$ cat src/rtl/count_arb.sv
// Round-robin sequencer that lends one shared W-bit tick counter to NREQ requesters.
// A winner runs for its latched length in tick-high cycles, then gets a one-cycle done pulse.
module count_arb #(
  parameter int NREQ = 4,
  parameter int W    = 4
) (
  input  logic              clk,
  input  logic              clr,
  input  logic [NREQ-1:0]   req,
  input  logic [NREQ*W-1:0] len,
  input  logic              tick,
  output logic [NREQ-1:0]   gnt,
  output logic              busy,
  output logic [NREQ-1:0]   done,
  output logic [W-1:0]      cnt
);

  localparam int PW = (NREQ > 1) ? $clog2(NREQ) : 1;

  typedef enum logic [1:0] {IDLE, COUNT, DONE} state_t;

  state_t          r_state;
  logic [NREQ-1:0] r_gnt;
  logic [NREQ-1:0] r_done;
  logic [W-1:0]    r_cnt;
  logic [W-1:0]    r_len;
  logic [PW-1:0]   r_ptr;
  logic [PW-1:0]   r_idx;

  logic [PW-1:0]   w_win;
  logic [W-1:0]    w_winLen;
  logic [PW-1:0]   w_nextPtr;

  // Search starts at the priority pointer and wraps, so the last winner goes to the back.
  always_comb begin : winSel
    int   j;
    logic found;
    w_win = '0;
    found = 1'b0;
    j     = 0;
    for (int k = 0; k < NREQ; k++) begin
      j = int'(r_ptr) + k;
      if (j >= NREQ) j = j - NREQ;
      if (!found && req[j]) begin
        found = 1'b1;
        w_win = PW'(j);
      end
    end
  end

  assign w_winLen  = len[w_win*W +: W];
  assign w_nextPtr = (r_idx == PW'(NREQ-1)) ? '0 : r_idx + PW'(1);

  always_ff @(posedge clk or posedge clr) begin
    if (clr) begin
      r_state <= IDLE;
      r_gnt   <= '0;
      r_done  <= '0;
      r_cnt   <= '0;
      r_len   <= '0;
      r_ptr   <= '0;
      r_idx   <= '0;
    end else begin
      case (r_state)
        IDLE: begin
          r_cnt <= '0;
          if (req != '0) begin
            r_gnt <= NREQ'(1) << w_win;
            r_idx <= w_win;
            r_len <= w_winLen;
            if (w_winLen == '0) begin
              r_state <= DONE;
              r_done  <= NREQ'(1) << w_win;
            end else begin
              r_state <= COUNT;
            end
          end
        end
        COUNT: begin
          // Withdrawal takes precedence over a final tick arriving on the same edge.
          if (!req[r_idx]) begin
            r_state <= IDLE;
            r_gnt   <= '0;
            r_cnt   <= '0;
            r_ptr   <= w_nextPtr;
          end else if (tick) begin
            r_cnt <= r_cnt + W'(1);
            if (r_cnt == r_len - W'(1)) begin
              r_state <= DONE;
              r_done  <= r_gnt;
            end
          end
        end
        DONE: begin
          r_state <= IDLE;
          r_gnt   <= '0;
          r_done  <= '0;
          r_cnt   <= '0;
          r_ptr   <= w_nextPtr;
        end
        default: begin
          r_state <= IDLE;
          r_gnt   <= '0;
          r_done  <= '0;
          r_cnt   <= '0;
        end
      endcase
    end
  end

  assign gnt  = r_gnt;
  assign done = r_done;
  assign cnt  = r_cnt;
  assign busy = (r_state != IDLE);

endmodule

$ cat config.mk
export PLATFORM = sky130hd
export DESIGN_NAME = count_arb
export DESIGN_NICKNAME = d
export VERILOG_FILES = /design/src/rtl/count_arb.sv
export SDC_FILE = /design/constraint.sdc
export NUM_CORES = 1
export LEC_CHECK = 0
export CORE_MARGIN = 1
export CORE_UTILIZATION = 43
export DETAILED_ROUTE_END_ITERATION = 6
export GPL_TIMING_DRIVEN = 0
export PLACE_DENSITY = 0.79
export SYNTH_ARGS = -nofsm -noshare
export SYNTH_HDL_FRONTEND = slang
export SYNTH_SLANG_ARGS = --single-unit
$ cat constraint.sdc
create_clock -name clk -period 2.5 [get_ports clk]
set_clock_uncertainty 0.2 [all_clocks]
set_input_delay 0.5 -clock clk [delete_from_list [all_inputs] [get_ports clk]]
set_output_delay 0.5 -clock clk [all_outputs]
set_load 0.01 [all_outputs]
## Word level (Yosys, flattened, before mapping)

Index checks and enable logic that the tools add are counted.

- Flip-flop bits (word level): 22
- Word-level logic and storage cells: 102
- Bits of input ports: 23
- Output and inout port bits: 13

- Shift-type cells: 2
- Order comparisons: 9
- Reduce and logical (&&, ||, !) cells: 16
- Add/subtract/negate cells: 10
- Muxes and demuxes: 46
- Eq/ne operators: 12

Operators with widths:

| cell | number |
|---|---|
| $lt A32 B4 Y1 const B | 4 |
| $mux W32 | 4 |
| $mux W4 | 10 |
| $mux W2 | 11 |
| $pmux W4 S2 | 2 |
| $shiftx A16 B5 Y4 | 1 |
| $mux W1 | 12 |
| $ne A2 B2 Y1 const B | 6 |
| $sub A3 B3 Y4 const B | 3 |
| $bmux W1 S2 | 5 |
| $ge A3 B3 Y1 const B | 3 |
| $pmux W2 S2 | 2 |
| $add A2 B2 Y3 const B | 2 |
| $ne A3 B3 Y1 const B | 2 |
| $reduce_and A2 Y1 | 3 |
| $reduce_and A5 Y1 | 1 |
| $add A4 B1 Y4 const B | 1 |
| $eq A2 B2 Y1 const B | 2 |
| $eq A4 B4 Y1 | 1 |
| $logic_not A4 Y1 | 1 |
| $reduce_bool A2 Y1 | 2 |
| $reduce_bool A4 Y1 | 1 |
| $shl A1 B2 Y4 const A | 1 |
| $sub A2 B3 Y4 const B | 1 |
| other kinds (10) | 14 |

## Longest topological paths before layout

Gate-level depths: netlist of run 1.

- Depth after elaboration: 20
- Mapped depth: 9
- Gate-level depth less buffers: 9

## Worst setup path before layout of run 1

OpenSTA, ideal clock, no wires.

- Path type: reg2reg
- Start: reg r_ptr[1]
- End: reg r_done[0] (netlist: done[0])
- Data arrival time: 2.132 ns
- Buffers on the path: 1
- Path slack: 0.043 ns
- Stages on the path, launching flop included: 10
- Data required time: 2.175 ns
- Library setup time: 0.125 ns
- Period minus slack after synthesis: 2.457 ns
- Path through: dfrtp_1 > nand2b_1 > a21oi_1 > a221oi_2 > buf_4 > or2b_2 > a22o_1 > and4_4 > o211a_4 > mux2_4

- Word-level cells in the longest chain between the ends: 19
- Elaborated cells on any way between the ends: 48
- Those cells by class: add/sub (7); order compare (4); eq/ne (1); shift (2); mux (26); reduce/logical (8)

RTL lines:

| element | RTL line | text |
|---|---|---|
| from (decl) | 27 | `logic [PW-1:0] r_ptr;` |
| from (signal assigned) | 85 | `r_ptr <= w_nextPtr;` |
| from (signal assigned) | 99 | `r_ptr <= w_nextPtr;` |
| parallel branches: the longest is 14 deep, another holds $sub A3 B3 Y4 | - |  |
| $mux W2 (*) | 44 | `if (!found && req[j]) begin` |
| $shiftx A16 B5 Y4 or $shl A1 B2 Y4 (tied branches) | 51, 73 |  |
| $logic_not A4 Y1 or $mux W4 (tied branches) | 71 | `if (w_winLen == '0) begin` |
| $ne A2 B2 Y1 (no line) or $mux W4 (tied branches) | - |  |
| $reduce_and A5 Y1 (no line) or $pmux W4 S2 (tied branches) | - |  |
| to (signal assigned) | 73 | `r_done <= NREQ'(1) << w_win;` |
| to (signal assigned) | 90 | `r_done <= r_gnt;` |
| to (decl) | 24 | `logic [NREQ-1:0] r_done;` |

Mark *: on every way between the ends. The select of a mux whose other input is x is not followed.
A chain may end at the register's enable or synchronous reset.

## Worst setup path in the final report of run 1

- Start: reg r_ptr[1]
- End: reg r_done[1] (netlist: done[1])

Same word-level chain as after synthesis.

==> results.toml, run 1 <==
[status]
status = "complete, but fails checks"
failed_checks = "design-rule violations, negative setup slack"

[routing]
ant_nets = 0
viasPerCell = 5.18
drcViolationCount = 1
routedWlPerCell_um = 14.1
vias = 1166
drt-total-wl_um = 3180
dr.pass1.iters = 6
drtIter0Drc = 34

[placed_design]
dpl-instance-area_mm2 = 0.00177
gp_congestion = 0.868
io_buffers = 35
dp_slack_ns = -0.690
dpl.hpwl_um = 2360

[layout]
utilization = 0.621
diodes = 0
nFillCells = 259
syn_to_final_growth_pct = 37.5
final_layout_size_suffix_gt1_frac = 0.199
finish.instance_area_mm2 = 0.00188
nets = 208

[worst_setup_path]
crit_chain = "mux2i_2 > a221oi_4 > buf_4 > a21oi_2 > a22o_1 > and4_4 > o211a_4 > mux2_4"
cp-startpoint = "r_ptr[1]"
r2r_end = "done[1]"
crit_arrival_ns = 2.62
r2r_setup_slack_ns = -0.11
worstSetupEndpoint = "done[1]"
critPathCaptureType = "flip-flop"
worst_path_largest_cell_delay_ns = 0.47
cp_max_fo = 10
critPathLaunchType = "flip-flop"
criticalPathCategory = "reg2reg"
ff2ff_path_depth = 8
timing.rr.start = "r_ptr[1]"
cp.required_ns = 2.51
crit_slowest_cell = "dfrtp_2"

[yosys]
synth_edf_count = 0
synthFlopType = "dfrtp_1"
yosysTopAreaCell = "dfrtp_1"
synthTopCellsByArea = "dfrtp_1 (40%), mux2i_1 (4.4%), mux2_4 (4.4%)"
yosys.cell_types.count = 40
synth_fp_nets = 164
syn_area_mm2 = 0.00137
synth_top_area_frac = 0.403
synth-seq-area-share = 0.403
yosys_register_bits = 22
synth_cells = 138
ys.warnings.count = 0
syn_avg_cell_area_um2 = 9.91
synthArstFlopShare = 1.00

[sta]
max_slew_margin = 0.444
fin_crit_sh = 1.04
report.final.slew_viol_count = 0
finalCriticalPeriod_ns = 2.61
fmax_mhz = 384
rsz0062_at_grt = "yes"
worst_slew_pin_slew_ns = 0.833
setup_viol = 5
hold_viol_final = 0
finalWorstSetupSlack_ns = -0.106

[clocking]
clk_pin_slew_ns = 0.12
tritoncts = "yes"
numCtsBuffers = 3
clockBufferDepth = 2
h-tree-depth = 1
insertion_delay_ns = 0.32
cts_sinks = 22
cts-root-buf = "clkbuf_4"

[global_routing]
grt_max_degree = 23
grt_pass1_vias = 1141
grt_util_all_layers = 0.197
antenna_found_initial = 0
grt_overflow_total = 0
grt_pass1_wl_um = 5120

[power]
p_leak_nw = 0.822
max-vdd-ir-drop_uv = 543
power.density_mw_per_mm2 = 1100

[floorplan]
coreArea_mm2 = 0.00303
die_area_mm2 = 0.00341
initial_utilization = 0.452
die_w_um = 58.4
die_h_um = 58.4
core.rowCount = 20
io_pins = 36

[flow_run]
maxCapViolations = 0

[min_path]
worstHoldStart = "r_len[3]"
min_path_type = "reg2reg"
worst min path at each step:
stage	to	slack (ns)	cells past startpoint
6_report	r_len[3]	0.32	2
5_1_grt	done[1]	0.34	1
4_1_cts	r_len[3]	0.32	2
3_3_place_gp	done[1]	0.29	1
2_1_floorplan	r_len[3]	0.27	2
3_5_place_dp	r_len[3]	0.29	2
timing repair:
item / CTS / global route
hold buffers: 0 / 0
setup endpoints to repair: 7 / 6
pin swaps: 2 / 1
gates resized for setup: 16 / 1
hold endpoints to repair: 0 / 0
gates cloned: 1 / 0
setup buffers: 2 / 2
power by group:
part	leakage [nW]	internal, mW	switching [mW]
registers	0.283	0.494	0.140
clock network	0.0210	0.0891	0.112
logic	0.519	0.658	0.573
total	0.822	1.24	0.825
cell usage in the layout, fill, tap and decap left out, types with 4 or more instances in the layout:
cell / n
a21oi_1: 8
a22o_1: 5
buf_4: 6
clkdlybuf4s50_1: 31
dfrtp_1: 21
dlygate4sd2_1: 4
inv_1: 5
mux2_4: 4
mux2i_1: 5
nand2_1: 16
nor2_1: 12
nor3_1: 4
o21ai_0: 5
xnor2_1: 5
xor2_1: 4
layout make-up:
class	instances	area, um^2	share of cell area
multi-input cells	105	798	0.424
flip-flops and latches	22	552	0.293
repair buffers	40	383	0.204
well taps	44	55.1	0.0293
plain buffers	5	37.5	0.0200
clock buffers	4	36.3	0.0193
inverters	5	18.8	0.00998
routing by layer:
layer	routed length [um]	GRT usage	up-vias
li1	-	-	573
met1	1350	0.231	568
met2	1740	0.366	21
met3	69	0.0286	4
met4	27	0.0680	0
met5	0	0	-
cells in the mapped netlist (3+ instances only):
| library cell | instances |
|---|---|
| a21oi_1 | 9 |
| nor3_1 | 4 |
| mux2_2 | 3 |
| nor2_1 | 14 |
| mux2i_1 | 6 |
| o21ai_0 | 5 |
| a22o_1 | 5 |
| dfrtp_1 | 22 |
| ha_1 | 3 |
| xnor2_1 | 5 |
| mux2_4 | 4 |
| nand2b_1 | 3 |
| nand2_1 | 16 |
| xor2_1 | 4 |
| inv_1 | 5 |
through the flow:
stage                     TNS, ns  hold WS (ns)  total power [mW]  std cells
after global placement      -3.81         0.292              1.71        217
final                      -0.441         0.318              2.07        225
after floorplan                 0         0.270              1.42        138
after global routing       -0.862         0.340              2.21        225
after CTS                  -0.285         0.323              2.04        223
after detailed placement    -4.28         0.295              1.77        217
cell families after synthesis:
| family | Yosys count | share of synthesized area |
|---|---|---|
| and+or+nand+nor | 50 | 0.185 |
| AOI/OAI and AO/OA | 29 | 0.155 |
| DFF | 22 | 0.403 |
| muxes | 14 | 0.129 |
| buffers and inverters | 11 | 0.0439 |
| xor gates and xnor gates | 9 | 0.0576 |
| adders and majority gates | 3 | 0.0275 |
flip-flops by register name, indices dropped and copies added, names as in the netlist:
name     count
cnt          4
done         4
gnt          4
r_idx        2
r_len        4
r_ptr        2
r_state      2
critical path: cells and delay by family, from the launching register on:
kind	cells	cell delay, ns
AOI/OAI and AO/OA	4	0.95
buffers and inverters	1	0.24
DFF	1	0.47
muxes	2	0.48
and+or+nand+nor	1	0.16
No activity file was read; power rests on OpenSTA's default activity.
==> inputs of run 2 (changes only) <==
- CAP_MARGIN: unset -> 20
==> results of run 2 <==
The final DEF is identical to that of run 1; final timing and power are the same.
==> inputs of run 3 (changes only) <==
- CORE_MARGIN: 1 -> 2
- GPL_ROUTABILITY_DRIVEN: unset -> 0
==> run 3 against run 2 <==
- the run ends with negative setup slack left
- register-to-register slack about the same
- die area up 7.0%
- total power shrank 1.2%
- clock-buffer cell count is the same
- sequential cell count unchanged
- final cell count fell by 0.44%
- sequential share of layout area increased by 0.12 points
- final area shrank 0.40%
- worst hold slack better by 0.011 ns
- critical path depth rose by 1
- fmax shrank 0.32%
- global-route usage shrank 0.77 points
- critical path type is now in2reg
- critical endpoint is now done[2]
==> results.toml, run 3 (synthesized netlist as in run 1, its figures left out) <==
[worst_setup_path]
cp_max_fo = 6
critPathLaunchType = "input pin"
r2r_setup_slack_ns = -0.11
ff2ff_path_depth = 8
timing.rr.start = "r_ptr[0]"
critPathCaptureType = "flip-flop"
crit_slowest_cell = "a221oi_4"
criticalPathCategory = "in2reg"
crit_chain = "dlygate4sd2_1 > mux2i_2 > a221oi_4 > buf_6 > mux2i_1 > a22o_1 > and4_4 > o211a_4 > mux2_4"
crit_arrival_ns = 2.61
worst_path_largest_cell_delay_ns = 0.38
cp.required_ns = 2.50
r2r_end = "done[2]"

[flow_run]
maxCapViolations = 0

[global_routing]
grt_pass1_vias = 1192
grt_overflow_total = 0
antenna_found_initial = 0
grt_pass1_wl_um = 5200
grt_max_degree = 23
grt_util_all_layers = 0.189

[clocking]
cts-root-buf = "clkbuf_4"
insertion_delay_ns = 0.31
tritoncts = "yes"
cts_sinks = 22
numCtsBuffers = 3
h-tree-depth = 1
clk_pin_slew_ns = 0.12
clockBufferDepth = 2
hold_buffers = 0

[sta]
finalCriticalPeriod_ns = 2.61
fmax_mhz = 382
timing.hold.ws_ns = 0.330
fin_tns_setup_ns = -0.423
hold_viol_final = 0
rsz0062_at_grt = "yes"
setup_viol = 5
finalWorstSetupSlack_ns = -0.115
fin_crit_sh = 1.05
max_slew_margin = 0.450
worst_slew_pin_slew_ns = 0.824
report.final.slew_viol_count = 0

[layout]
final_cell_mix = "clkdlybuf4s50_1 (31), dfrtp_1 (21), nand2_1 (16)"
finalNonFillerCells = 224
final_common_cell = "clkdlybuf4s50_1"
final_layout_size_suffix_gt1_frac = 0.189
diodes = 0
nets = 207
nFillCells = 274
syn_to_final_growth_pct = 37.0

[power]
p_leak_nw = 0.814
pwr-share-clk = 0.095
max-vdd-ir-drop_uv = 606
seq_power_share = 0.308
p_sw_mw = 0.810
power.internal_mw = 1.23
power.density_mw_per_mm2 = 1090
pwr-share-comb = 0.597
p_sw_frac = 0.397

[placed_design]
io_buffers = 35
post-place-cells = 217
dp_slack_ns = -0.680
dpl.hpwl_um = 2420

[routing]
ant_nets = 0
drtIter0Drc = 35
viasPerCell = 5.11
dr.pass1.iters = 5
vias = 1144
drcViolationCount = 0
routedWlPerCell_um = 14.0
drt-total-wl_um = 3130

[floorplan]
coreArea_mm2 = 0.00303
die_h_um = 60.4
core.rowCount = 20
die_w_um = 60.4
die_area_mm2 = 0.00365
io_pins = 36
initial_utilization = 0.452

[min_path]
min_path_type = "reg2reg"
min_path_cells = 1
worstHoldStart = "done[3]"
hold_end = "done[3]"

[status]
status = "complete, but fails checks"
failed_checks = "negative setup slack"
run 3: worst max-delay path by stage:
| stage | start | endpoint | slack [ns] | cells after the start |
|---|---|---|---|---|
| finish | req[3] | done[2] | -0.11 | 9 |
| global placement | req[3] | done[2] | -0.66 | 9 |
| detailed placement | req[3] | done[2] | -0.68 | 9 |
| floorplan | r_ptr[1] | done[0] | 0.04 | 9 |
| CTS | r_ptr[0] | done[2] | -0.09 | 8 |
| global route | r_ptr[0] | done[2] | -0.24 | 8 |
run 3: timing repair:
action                                  4_1_cts  5_1_grt
cloned                                        1        0
gates resized for setup                      15        2
pin swaps                                     2        1
setup buffers                                 2        1
endpoints found under the hold margin         0        0
endpoints found under the setup margin        6        6
run 3: layout make-up:
type | instances | area, um^2 | area share
Timing Repair Buffer | 39 | 383 | 0.204
Inverter | 5 | 18.8 | 0.0100
Tap cell | 44 | 55.1 | 0.0294
Sequential cell | 22 | 552 | 0.295
Multi-Input combinational cell | 105 | 791 | 0.422
Buffer | 5 | 37.5 | 0.0200
Clock buffer | 4 | 36.3 | 0.0194
run 3: worst max-delay path, delay by kind of cell:
kind / cells / cell delay [ns]
multiplexers: 3 / 0.62
buffers and inverters: 2 / 0.50
AND/OR/NAND/NOR: 1 / 0.25
AO/OA/AOI/OAI: 3 / 0.75
run 3: per-stage QoR:
step / instance area (um^2) / utilization / power [mW]
6_report: 1870 / 0.619 / 2.04
5_1_grt: 1870 / 0.619 / 2.19
4_1_cts: 1860 / 0.613 / 2.04
3_5_place_dp: 1770 / 0.586 / 1.77
3_3_place_gp: 1770 / 0.586 / 1.71
2_1_floorplan: 1370 / - / 1.42
run 3: power by group through the flow:
stage	clock, mW	sequential [mW]	combinational (mW)
2_1_floorplan	0	0.622	0.798
3_3_place_gp	0	0.612	1.10
3_5_place_dp	0	0.622	1.15
4_1_cts	0.203	0.628	1.21
5_1_grt	0.211	0.648	1.33
6_report	0.194	0.629	1.22
run 3: routing by layer:
| metal | share of wire | vias to the layer above | wire length (um) | global-route usage |
|---|---|---|---|---|
| li1 | - | 569 | - | - |
| met1 | 0.42 | 561 | 1320 | 0.224 |
| met2 | 0.55 | 12 | 1710 | 0.352 |
| met3 | 0.027 | 2 | 83 | 0.0384 |
| met4 | 0.0038 | 0 | 12 | 0.0413 |
| met5 | 0 | - | 0 | 0 |
